[src/rtl/mcp3002_follower.sv]
// -----------------------------------------------------------------------------
// mcp3002_follower
//
// Purpose:
//   SPI follower that behaves like an MCP3002 2-channel 10-bit ADC at its
//   serial pins. The leader clocks in a config word (start, SGL/DIFF,
//   ODD/SIGN, MSBF). The follower captures the selected channel, or a
//   pseudo-differential result clamped at zero, and shifts it out on Dout
//   as a null bit followed by the sample, MSB first.
//
// Configuration:
//   MCP3002_LSBF_EN  When defined, a frame with msbf=0 appends an LSB-first
//                    tail (B1..B[DATA_WIDTH-1]) after B0. When undefined,
//                    msbf is ignored and every frame is MSB-first only.
//
// Ports:
//   CLKsample    in   SPI clock. State and Din are sampled on rising edges.
//                     Dout is updated on falling edges.
//   RESET        in   Asynchronous active-low reset for both edge domains.
//   CS           in   Chip select, active-low. High at a rising edge aborts
//                     the frame.
//   Din          in   Serial config bits from the leader.
//   ch0_data     in   CH0 value, DATA_WIDTH bits.
//   ch1_data     in   CH1 value, DATA_WIDTH bits.
//   Dout         out  Serial sample to the leader.
//   Dout_oe      out  Pad output enable. High while a frame is driving Dout.
//   sample_held  out  Value captured for the current or last frame.
//   frame_done   out  One-cycle pulse after the last data bit was driven.
// -----------------------------------------------------------------------------
module mcp3002_follower #(
  parameter int   DATA_WIDTH = 10,
  parameter logic IDLE_DOUT  = 1'b0
) (
  input  logic                  CLKsample,
  input  logic                  RESET,
  input  logic                  CS,
  input  logic                  Din,
  input  logic [DATA_WIDTH-1:0] ch0_data,
  input  logic [DATA_WIDTH-1:0] ch1_data,
  output logic                  Dout,
  output logic                  Dout_oe,
  output logic [DATA_WIDTH-1:0] sample_held,
  output logic                  frame_done
);

  localparam int CW = $clog2(DATA_WIDTH + 1);
  localparam logic [CW-1:0] CNT_LAST = CW'(DATA_WIDTH);
`ifdef MCP3002_LSBF_EN
  localparam logic [CW-1:0] CNT_TAIL_LAST = CW'(DATA_WIDTH - 1);
`endif

  typedef enum logic [2:0] {
    IDLE,
    CFG_SGL,
    CFG_ODD,
    CFG_MSBF,
    SHIFT_MSB,
    SHIFT_LSB,
    DONE
  } state_t;

  // Rising-edge domain
  state_t                  state_q, state_d;
  logic [CW-1:0]           cnt_q, cnt_d;
  logic                    sgl_q, sgl_d;
  logic                    odd_q, odd_d;
  logic [DATA_WIDTH-1:0]   held_q, held_d;
  logic                    done_q, done_d;
`ifdef MCP3002_LSBF_EN
  logic                    msbf_q, msbf_d;
`endif

  // Falling-edge domain
  logic                    dout_q, dout_d;
  logic                    oe_q, oe_d;

  // Capture selection. Differential results clamp at zero rather than wrap.
  logic [DATA_WIDTH-1:0]   diff_01, diff_10, capture;

  assign diff_01 = (ch0_data >= ch1_data) ? (ch0_data - ch1_data) : '0;
  assign diff_10 = (ch1_data >= ch0_data) ? (ch1_data - ch0_data) : '0;

  always_comb begin
    capture = '0;
    case ({sgl_q, odd_q})
      2'b10:   capture = ch0_data;
      2'b11:   capture = ch1_data;
      2'b00:   capture = diff_01;
      default: capture = diff_10;
    endcase
  end

  // ---------------------------------------------------------------------------
  // Rising-edge FSM
  // ---------------------------------------------------------------------------
  always_ff @(posedge CLKsample or negedge RESET) begin
    if (!RESET) begin
      state_q <= IDLE;
      cnt_q   <= '0;
      sgl_q   <= 1'b0;
      odd_q   <= 1'b0;
      held_q  <= '0;
      done_q  <= 1'b0;
`ifdef MCP3002_LSBF_EN
      msbf_q  <= 1'b1;
`endif
    end else begin
      state_q <= state_d;
      cnt_q   <= cnt_d;
      sgl_q   <= sgl_d;
      odd_q   <= odd_d;
      held_q  <= held_d;
      done_q  <= done_d;
`ifdef MCP3002_LSBF_EN
      msbf_q  <= msbf_d;
`endif
    end
  end

  always_comb begin
    state_d = state_q;
    cnt_d   = cnt_q;
    sgl_d   = sgl_q;
    odd_d   = odd_q;
    held_d  = held_q;
    done_d  = 1'b0;
`ifdef MCP3002_LSBF_EN
    msbf_d  = msbf_q;
`endif

    if (CS) begin
      // Deselect wins everywhere. An abort never raises frame_done, and
      // the held sample is left untouched.
      state_d = IDLE;
      cnt_d   = '0;
    end else begin
      case (state_q)
        IDLE: begin
          // Leading zeros before the start bit are ignored.
          if (Din) state_d = CFG_SGL;
        end
        CFG_SGL: begin
          sgl_d   = Din;
          state_d = CFG_ODD;
        end
        CFG_ODD: begin
          odd_d   = Din;
          state_d = CFG_MSBF;
        end
        CFG_MSBF: begin
`ifdef MCP3002_LSBF_EN
          msbf_d  = Din;
`endif
          held_d  = capture;
          cnt_d   = '0;
          state_d = SHIFT_MSB;
        end
        SHIFT_MSB: begin
          // cnt_q=0 is the null-bit slot. cnt_q=k drives B[DATA_WIDTH-k].
          // Leave once the leader has sampled B0.
          if (cnt_q == CNT_LAST) begin
`ifdef MCP3002_LSBF_EN
            if (!msbf_q) begin
              state_d = SHIFT_LSB;
              cnt_d   = CW'(1);
            end else begin
              state_d = DONE;
              done_d  = 1'b1;
              cnt_d   = '0;
            end
`else
            state_d = DONE;
            done_d  = 1'b1;
            cnt_d   = '0;
`endif
          end else begin
            cnt_d = cnt_q + CW'(1);
          end
        end
        SHIFT_LSB: begin
`ifdef MCP3002_LSBF_EN
          // cnt_q=k drives B[k]. The tail ends after B[DATA_WIDTH-1].
          if (cnt_q == CNT_TAIL_LAST) begin
            state_d = DONE;
            done_d  = 1'b1;
            cnt_d   = '0;
          end else begin
            cnt_d = cnt_q + CW'(1);
          end
`else
          state_d = IDLE;
          cnt_d   = '0;
`endif
        end
        DONE: begin
          // Stay here until CS rises. Din is ignored.
        end
        default: begin
          state_d = IDLE;
          cnt_d   = '0;
        end
      endcase
    end
  end

  // ---------------------------------------------------------------------------
  // Falling-edge output stage
  // ---------------------------------------------------------------------------
  always_comb begin
    dout_d = IDLE_DOUT;
    oe_d   = 1'b0;
    case (state_q)
      SHIFT_MSB: begin
        oe_d = 1'b1;
        if (cnt_q == '0) dout_d = 1'b0;
        else             dout_d = held_q[CNT_LAST - cnt_q];
      end
`ifdef MCP3002_LSBF_EN
      SHIFT_LSB: begin
        oe_d   = 1'b1;
        dout_d = held_q[cnt_q];
      end
`endif
      DONE: begin
        oe_d = 1'b1;
      end
      default: begin
      end
    endcase
  end

  always_ff @(negedge CLKsample or negedge RESET) begin
    if (!RESET) begin
      dout_q <= IDLE_DOUT;
      oe_q   <= 1'b0;
    end else begin
      dout_q <= dout_d;
      oe_q   <= oe_d;
    end
  end

  // The falling-edge enable is qualified by the rising-edge state.
  // Deselect therefore drops Dout_oe on the same rising edge that aborts
  // the frame, instead of half a cycle later.
  logic frame_active;
  assign frame_active = (state_q == SHIFT_MSB) || (state_q == SHIFT_LSB) ||
                        (state_q == DONE);

  assign Dout_oe     = oe_q && frame_active;
  assign Dout        = Dout_oe ? dout_q : IDLE_DOUT;
  assign sample_held = held_q;
  assign frame_done  = done_q;

endmodule

[config.mk]
export PLATFORM = sky130hd
export DESIGN_NAME = mcp3002_follower
export DESIGN_NICKNAME = d
export VERILOG_FILES = /design/src/rtl/mcp3002_follower.sv
export SDC_FILE = /design/constraint.sdc
export NUM_CORES = 1
export LEC_CHECK = 0
export BUFFER_PORTS_ARGS = -buffer_cell sky130_fd_sc_hd__buf_2
export CORE_UTILIZATION = 33
export CTS_CLUSTER_SIZE = 14
export DETAILED_ROUTE_END_ITERATION = 16
export GPL_ROUTABILITY_DRIVEN = 1
export MAX_ROUTING_LAYER = met4
export SYNTH_ARGS = -nofsm -noshare
export SYNTH_HDL_FRONTEND = slang
export SYNTH_SLANG_ARGS = --single-unit
[constraint.sdc]
create_clock -name CLKsample -period 2.3 [get_ports CLKsample]
set_input_delay 0.23 -clock CLKsample [delete_from_list [all_inputs] [get_ports CLKsample]]
set_output_delay 0.23 -clock CLKsample [all_outputs]
set_load 0.01 [all_outputs]
## After elaboration in Yosys (flattened, before gate mapping)

Index checks and enable logic that the tools add are counted.
W data, S select, Z words.

| operators by class | value |
|---|---|
| $add $sub $neg | 4 |
| order comparisons | 3 |
| equality and inequality tests | 13 |
| mux-type cells | 19 |
| bitwise logic cells | 1 |
| reductions and logical operators | 12 |

Operator list:

| kind | number |
|---|---|
| $pmux W10 S3 | 1 |
| $ge A10 B10 Y1 | 2 |
| $mux W10 | 2 |
| $sub A10 B10 Y10 | 2 |
| $pmux W3 S6 | 1 |
| $eq A3 B3 Y1 const B | 3 |
| $mux W3 | 3 |
| $mux W1 | 8 |
| $mux W4 | 2 |
| $pmux W4 S2 | 1 |
| $eq A3 B2 Y1 const B | 2 |
| $ne A3 B3 Y1 const B | 2 |
| $reduce_and A2 Y1 | 3 |
| $lt A4 B5 Y1 const B | 1 |
| $add A4 B1 Y4 const B | 1 |
| $bmux W1 S4 | 1 |
| $eq A2 B2 Y1 const B | 2 |
| $eq A4 B4 Y1 const B | 1 |
| $logic_not A4 Y1 | 1 |
| $reduce_or A4 Y1 | 1 |
| $sub A4 B4 Y4 const A | 1 |
| $eq A3 B1 Y1 const B | 1 |
| $logic_not A3 Y1 | 1 |
| $reduce_and A3 Y1 | 1 |
| other kinds (7) | 8 |

| storage, ports and cells | value |
|---|---|
| register bits after elaboration | 22 |
| bits of input ports | 24 |
| output and inout port bits | 13 |
| logic and storage cells | 60 |

## Logic depth before layout (Yosys ltp)

Gate-level depths: netlist (run 1).

| logic depth | value |
|---|---|
| depth after elaboration | 5 |
| gate-level depth with buffers | 11 |
| mapped depth without buffers | 10 |

==> impl_metrics.ini, run 1 <==
[global_routing]
grt_start_max_net_pins = 20
overflow = 0
antenna_found_initial = 0
track_usage = 0.193
grt_pass1_wl_um = 11200
grt_pass1_vias = 2371

[power_and_ir_drop]
powerDensity_nw_per_um2 = 585
power_leakage_nw = 1.60
power_mw = 1.89
ir_worst_vdd_uv = 237

[final_layout]
final_cell_mix = buf_4 (60), buf_2 (35), nand2_1 (31)
nets = 440
fillers = 703
area_growth_pct = 38.5
final_common_cell = buf_4
regArea_um2 = 552
fin_util = 0.474
antenna-diode-count = 0
instances_no_fill = 486
multi_input_area_um2 = 1700
drive_gt1_frac = 0.336

[sta]
finClkSkew_ps = 13.2
finalHoldViolCount = 0
slew_violations = 0
rsz0062_at_grt = true
tns_ps = -584
max_slew_margin = 0.661
setup_ws_ps = -413
setup_viol = 7
worst_slew_pin_slew_ps = 503

[worst_setup_path]
arrival_ps = 1680
crit_chain = inv_4 -> ha_4 -> mux4_2 -> mux2i_1 -> nor2_1 -> a31oi_1 -> a2111oi_1
cp_num_buf_inv = 1
critPathLaunchType = flip-flop
worstSetupPathType = flip-flop to flip-flop
cp_top_family = multiplexers
endpoint_kind = flip-flop
crit_slowest_cell = dfrtp_2
worstSetupStartpoint = cnt_q[0]
worstPathMaxFanout = 4
crit_required_ps = 1270
r2r_setup_slack_ps = -410
slowest_delay_ps = 430
r2r_start = cnt_q[0]

[drt]
drt_wl_total_um = 6700
wire_per_inst_um = 13.8
drt_iter0_drc = 119
drt_first_pass_iters = 4
routed_via_density = 5.05
vias = 2454
post-route-drc-count = 0
ant_nets = 0

[floorplanning]
initial_core_util = 0.342
rows = 30
die-area_um2 = 7430
pin_count = 37
coreArea_um2 = 6830
dieHeight_um = 86.2
die_w_um = 86.2

[clock_tree]
cts_buffer_depth = 2
clk_pin_slew_ps = 80
ctsRootBufferMaster = clkbuf_8
cts_buffers = 3
cts_tree = built
clock_sinks = 22
h-tree-depth = 1
clock_latency_ps = 270

[synth]
ys_seq_elements = 22
ys_seq_area_frac = 0.235
synth-async-reset-ratio = 1.00
yosys.area.top_type = dfrtp_1
ys_dominant_reg_cell = dfrtp_1
synth_area_leaders = dfrtp_1 (21%), ha_1 (12%), o21ai_0 (5.3%)
syn_inst = 303
yosysWarnings = 0
syn-num-nets = 352
netlist.area_leader.share = 0.214
avgSynthCellArea_um2 = 7.72
synthDistinctLibCells = 46
syn-cell-area_um2 = 2340
synth_edf_count = 0

[run_status]
status = complete, but fails checks
violations = setup timing

[placed_design]
hpwlAfterDp_um = 5410
place.gp.congestion = 0.914
port_buffers = 36
dp_slack_ps = -506
dp_cells = 479

[min_path]
worstHoldStart = Din
hold_class = input pin to flip-flop

[flow_run]
maxCapViolations = 0
-- flip-flops by register name, summed over array words and instances (netlist names) --
signal,count
dout_q,1
frame_done,1
sgl_q,1
odd_q,1
oe_q,1
cnt_q,4
sample_held,10
state_q,3
-- worst paths after layout --
| kind | to | cells after the start |
|---|---|---|
| min in group asynchronous | cnt_q[3] | 2 |
| worst min-delay path | state_q[0] | 2 |
| max in group asynchronous | oe_q | 2 |
| worst max-delay path | dout_q | 7 |
| worst max register to register | dout_q | 7 |
| worst min register to register | frame_done | 2 |
-- timing repair --
action,CTS,global route
gates resized for setup,5,18
pin swaps,9,12
hold buffers,1,0
setup endpoints to repair,10,12
setup buffers,1,2
endpoints found under the hold margin,6,0
gates cloned,0,0
-- layer usage --
layer,track usage,wire (um),vias to the layer above,part of all wire
li1,-,-,1237,-
met1,0.255,3170,1160,0.47
met2,0.324,3280,51,0.49
met3,0.0143,212,6,0.032
met4,0.0455,38,0,0.0057
met5,-,0,-,0
-- Yosys cell counts, types with 3 or more instances --
master and instances:
a211oi_1 4, a21o_1 9, a21oi_1 23, a221oi_2 5, a31oi_1 6, and3_1 5
buf_2 3, clkbuf_1 9, dfrtp_1 20, ha_1 23, inv_1 31, nand2_1 31
nand3_1 9, nand3b_1 3, nor2_1 30, nor2b_1 3, nor3_1 12, o21a_1 3
o21ai_0 25, o21bai_1 6, xnor2_1 3
-- kinds of logic after synthesis --
group | share of synthesized area
muxes | 0.0374
AOI/OAI and AO/OA | 0.274
and+or+nand+nor | 0.211
DFF | 0.235
adders and majority gates | 0.140
buffers and inverters | 0.0834
xor gates and xnor gates | 0.0187
-- layout make-up --
class / count / area share
clock buffer: 4 / 0.0170
inverter: 31 / 0.0405
multi-input combinational: 234 / 0.526
sequential: 22 / 0.170
tap: 96 / 0.0371
timing repair buffer: 99 / 0.209
-- power breakdown --
| group | switching (mW) | leakage, nW | internal, mW | total [mW] |
|---|---|---|---|---|
| Sequential | 0.0728 | 0.284 | 0.482 | 0.555 |
| Clock | 0.132 | 0.0288 | 0.153 | 0.284 |
| Combinational | 0.557 | 1.29 | 0.499 | 1.06 |
| Total | 0.762 | 1.60 | 1.13 | 1.89 |
-- metrics by stage --
stage	hold slack, ps	cell area, um2
final	196	3240
after global routing	213	3240
after CTS	197	3150
after detailed placement	95.5	3060
after global placement	97.1	3060
after floorplan	-65.6	2400
Power figures use the tool's default switching activity.
==> inputs of run 2 (changes only) <==
CTS_BUF_LIST = sky130_fd_sc_hd__clkbuf_16   (was not set)
==> run 2 against run 1 <==
Compared with the run above: the flow still finishes with violations (setup timing); combinational power about the same; worst hold slack better by 11 ps; register-to-register slack better by 20 ps; clock skew up 17 ps; final area up 0.39%.
==> impl_metrics.ini, run 2 (synthesis gave the netlist of run 1 again) <==
[run_status]
status = complete, but fails checks
violations = setup timing

[drt]
routed_via_density = 5.09
drt_wl_total_um = 6680
drt_iter0_drc = 114
post-route-drc-count = 0
wire_per_inst_um = 13.7
drt_first_pass_iters = 5
vias = 2478
ant_nets = 0

[placed_design]
place.gp.congestion = 0.914
hpwlAfterDp_um = 5410
dp_slack_ps = -506
port_buffers = 36

[power_and_ir_drop]
power_leakage_nw = 1.61
powerDensity_nw_per_um2 = 607
ir_worst_vdd_uv = 278

[floorplanning]
die-area_um2 = 7430
coreArea_um2 = 6830
pin_count = 37
rows = 30
dieHeight_um = 86.2
initial_core_util = 0.342
die_w_um = 86.2

[global_routing]
grt_pass1_wl_um = 11300
grt_start_max_net_pins = 20
antenna_found_initial = 0
overflow = 0
grt_pass1_vias = 2402
track_usage = 0.196

[worst_setup_path]
crit_required_ps = 1270
cp_num_buf_inv = 1
worstPathMaxFanout = 4
crit_chain = inv_4 -> ha_4 -> mux4_2 -> mux2i_1 -> nor2_1 -> a31oi_1 -> a2111oi_1
r2r_cells = 7
arrival_ps = 1660
critPathLaunchType = flip-flop
cp_top_family = multiplexers
endpoint_kind = flip-flop
r2r_setup_slack_ps = -390
crit_slowest_cell = dfrtp_2
worstSetupPathType = flip-flop to flip-flop
slowest_delay_ps = 420
worstSetupPathDepth = 7

[min_path]
whs_path_depth = 2
hold_class = input pin to flip-flop

[final_layout]
antenna-diode-count = 0
nets = 441
fillers = 695
drive_gt1_frac = 0.332
largest_reg_flops = 10
area_growth_pct = 39.0
fin_util = 0.476
final_cell_mix = buf_4 (61), buf_2 (35), nand2_1 (31)
final_common_cell = buf_4

[sta]
worst_slew_pin_slew_ps = 509
setup_ws_ps = -393
rsz0062_at_grt = true
finalHoldViolCount = 0
slew_violations = 0
tns_ps = -540
max_slew_margin = 0.657
setup_viol = 4
finClkSkew_ps = 29.8

[flow_run]
maxCapViolations = 0

[clock_tree]
cts_buffer_depth = 2
clock_latency_ps = 280
cts_buffers = 3
clk_pin_slew_ps = 60
ctsRootBufferMaster = clkbuf_16
cts_tree = built
h-tree-depth = 1
clock_sinks = 22
## run 2: worst register-to-register path, stage by stage, from the launching register on
cell       delay, ps
dfrtp_2          420
inv_4             50
ha_4             260
mux4_2           280
mux2i_1          140
nor2_1            50
a31oi_1          140
a2111oi_1         60
## run 2: power by group
part	internal, mW	switching (mW)
combinational	0.500	0.551
sequential	0.483	0.0708
clock	0.232	0.138
## run 2: stage by stage
step | total power [mW] | hold WS (ps) | std cells | area [um2]
finish | 1.97 | 207 | 487 | 3250
global route | 2.13 | 232 | 487 | 3250
floorplan | 1.08 | -65.6 | 303 | 2400
CTS | 1.95 | 211 | 486 | 3190
detailed placement | 1.57 | 95.5 | 479 | 3060
global placement | 1.56 | 97.1 | 479 | 3060
## run 2: cell type report
| cell class | instances | area (um2) | share of cell area |
|---|---|---|---|
| tap | 96 | 120 | 0.0369 |
| sequential | 22 | 552 | 0.170 |
| clock inverter | 1 | 3.75 | 0.00115 |
| timing repair buffer | 100 | 686 | 0.211 |
| clock buffer | 3 | 75.1 | 0.0231 |
| inverter | 31 | 131 | 0.0404 |
| multi-input combinational | 234 | 1690 | 0.518 |
## run 2: final timing paths
check / startpoint / endpoint
max in group asynchronous: RESET / dout_q
worst max-delay path: cnt_q[0] / dout_q
worst min register to register: state_q[1] / frame_done
min in group asynchronous: RESET / cnt_q[2]
worst max register to register: cnt_q[0] / dout_q
worst min-delay path: Din / state_q[0]
## run 2: repair_timing
| action | CTS | global route |
|---|---|---|
| pin swaps | 10 | 9 |
| hold endpoints to repair | 6 | 0 |
| gates resized for setup | 8 | 13 |
| buffers inserted | 2 | 1 |
| hold buffers | 1 | 0 |
| setup endpoints to repair | 10 | 12 |
| gates cloned | 0 | 0 |
## run 2: layer usage
| metal | GRT usage | vias to the layer above | wire (um) |
|---|---|---|---|
| met4 | 0.0500 | 0 | 63 |
| met1 | 0.257 | 1168 | 3130 |
| met3 | 0.0143 | 8 | 270 |
| met5 | - | - | 0 |
| met2 | 0.328 | 60 | 3220 |
| li1 | - | 1242 | - |
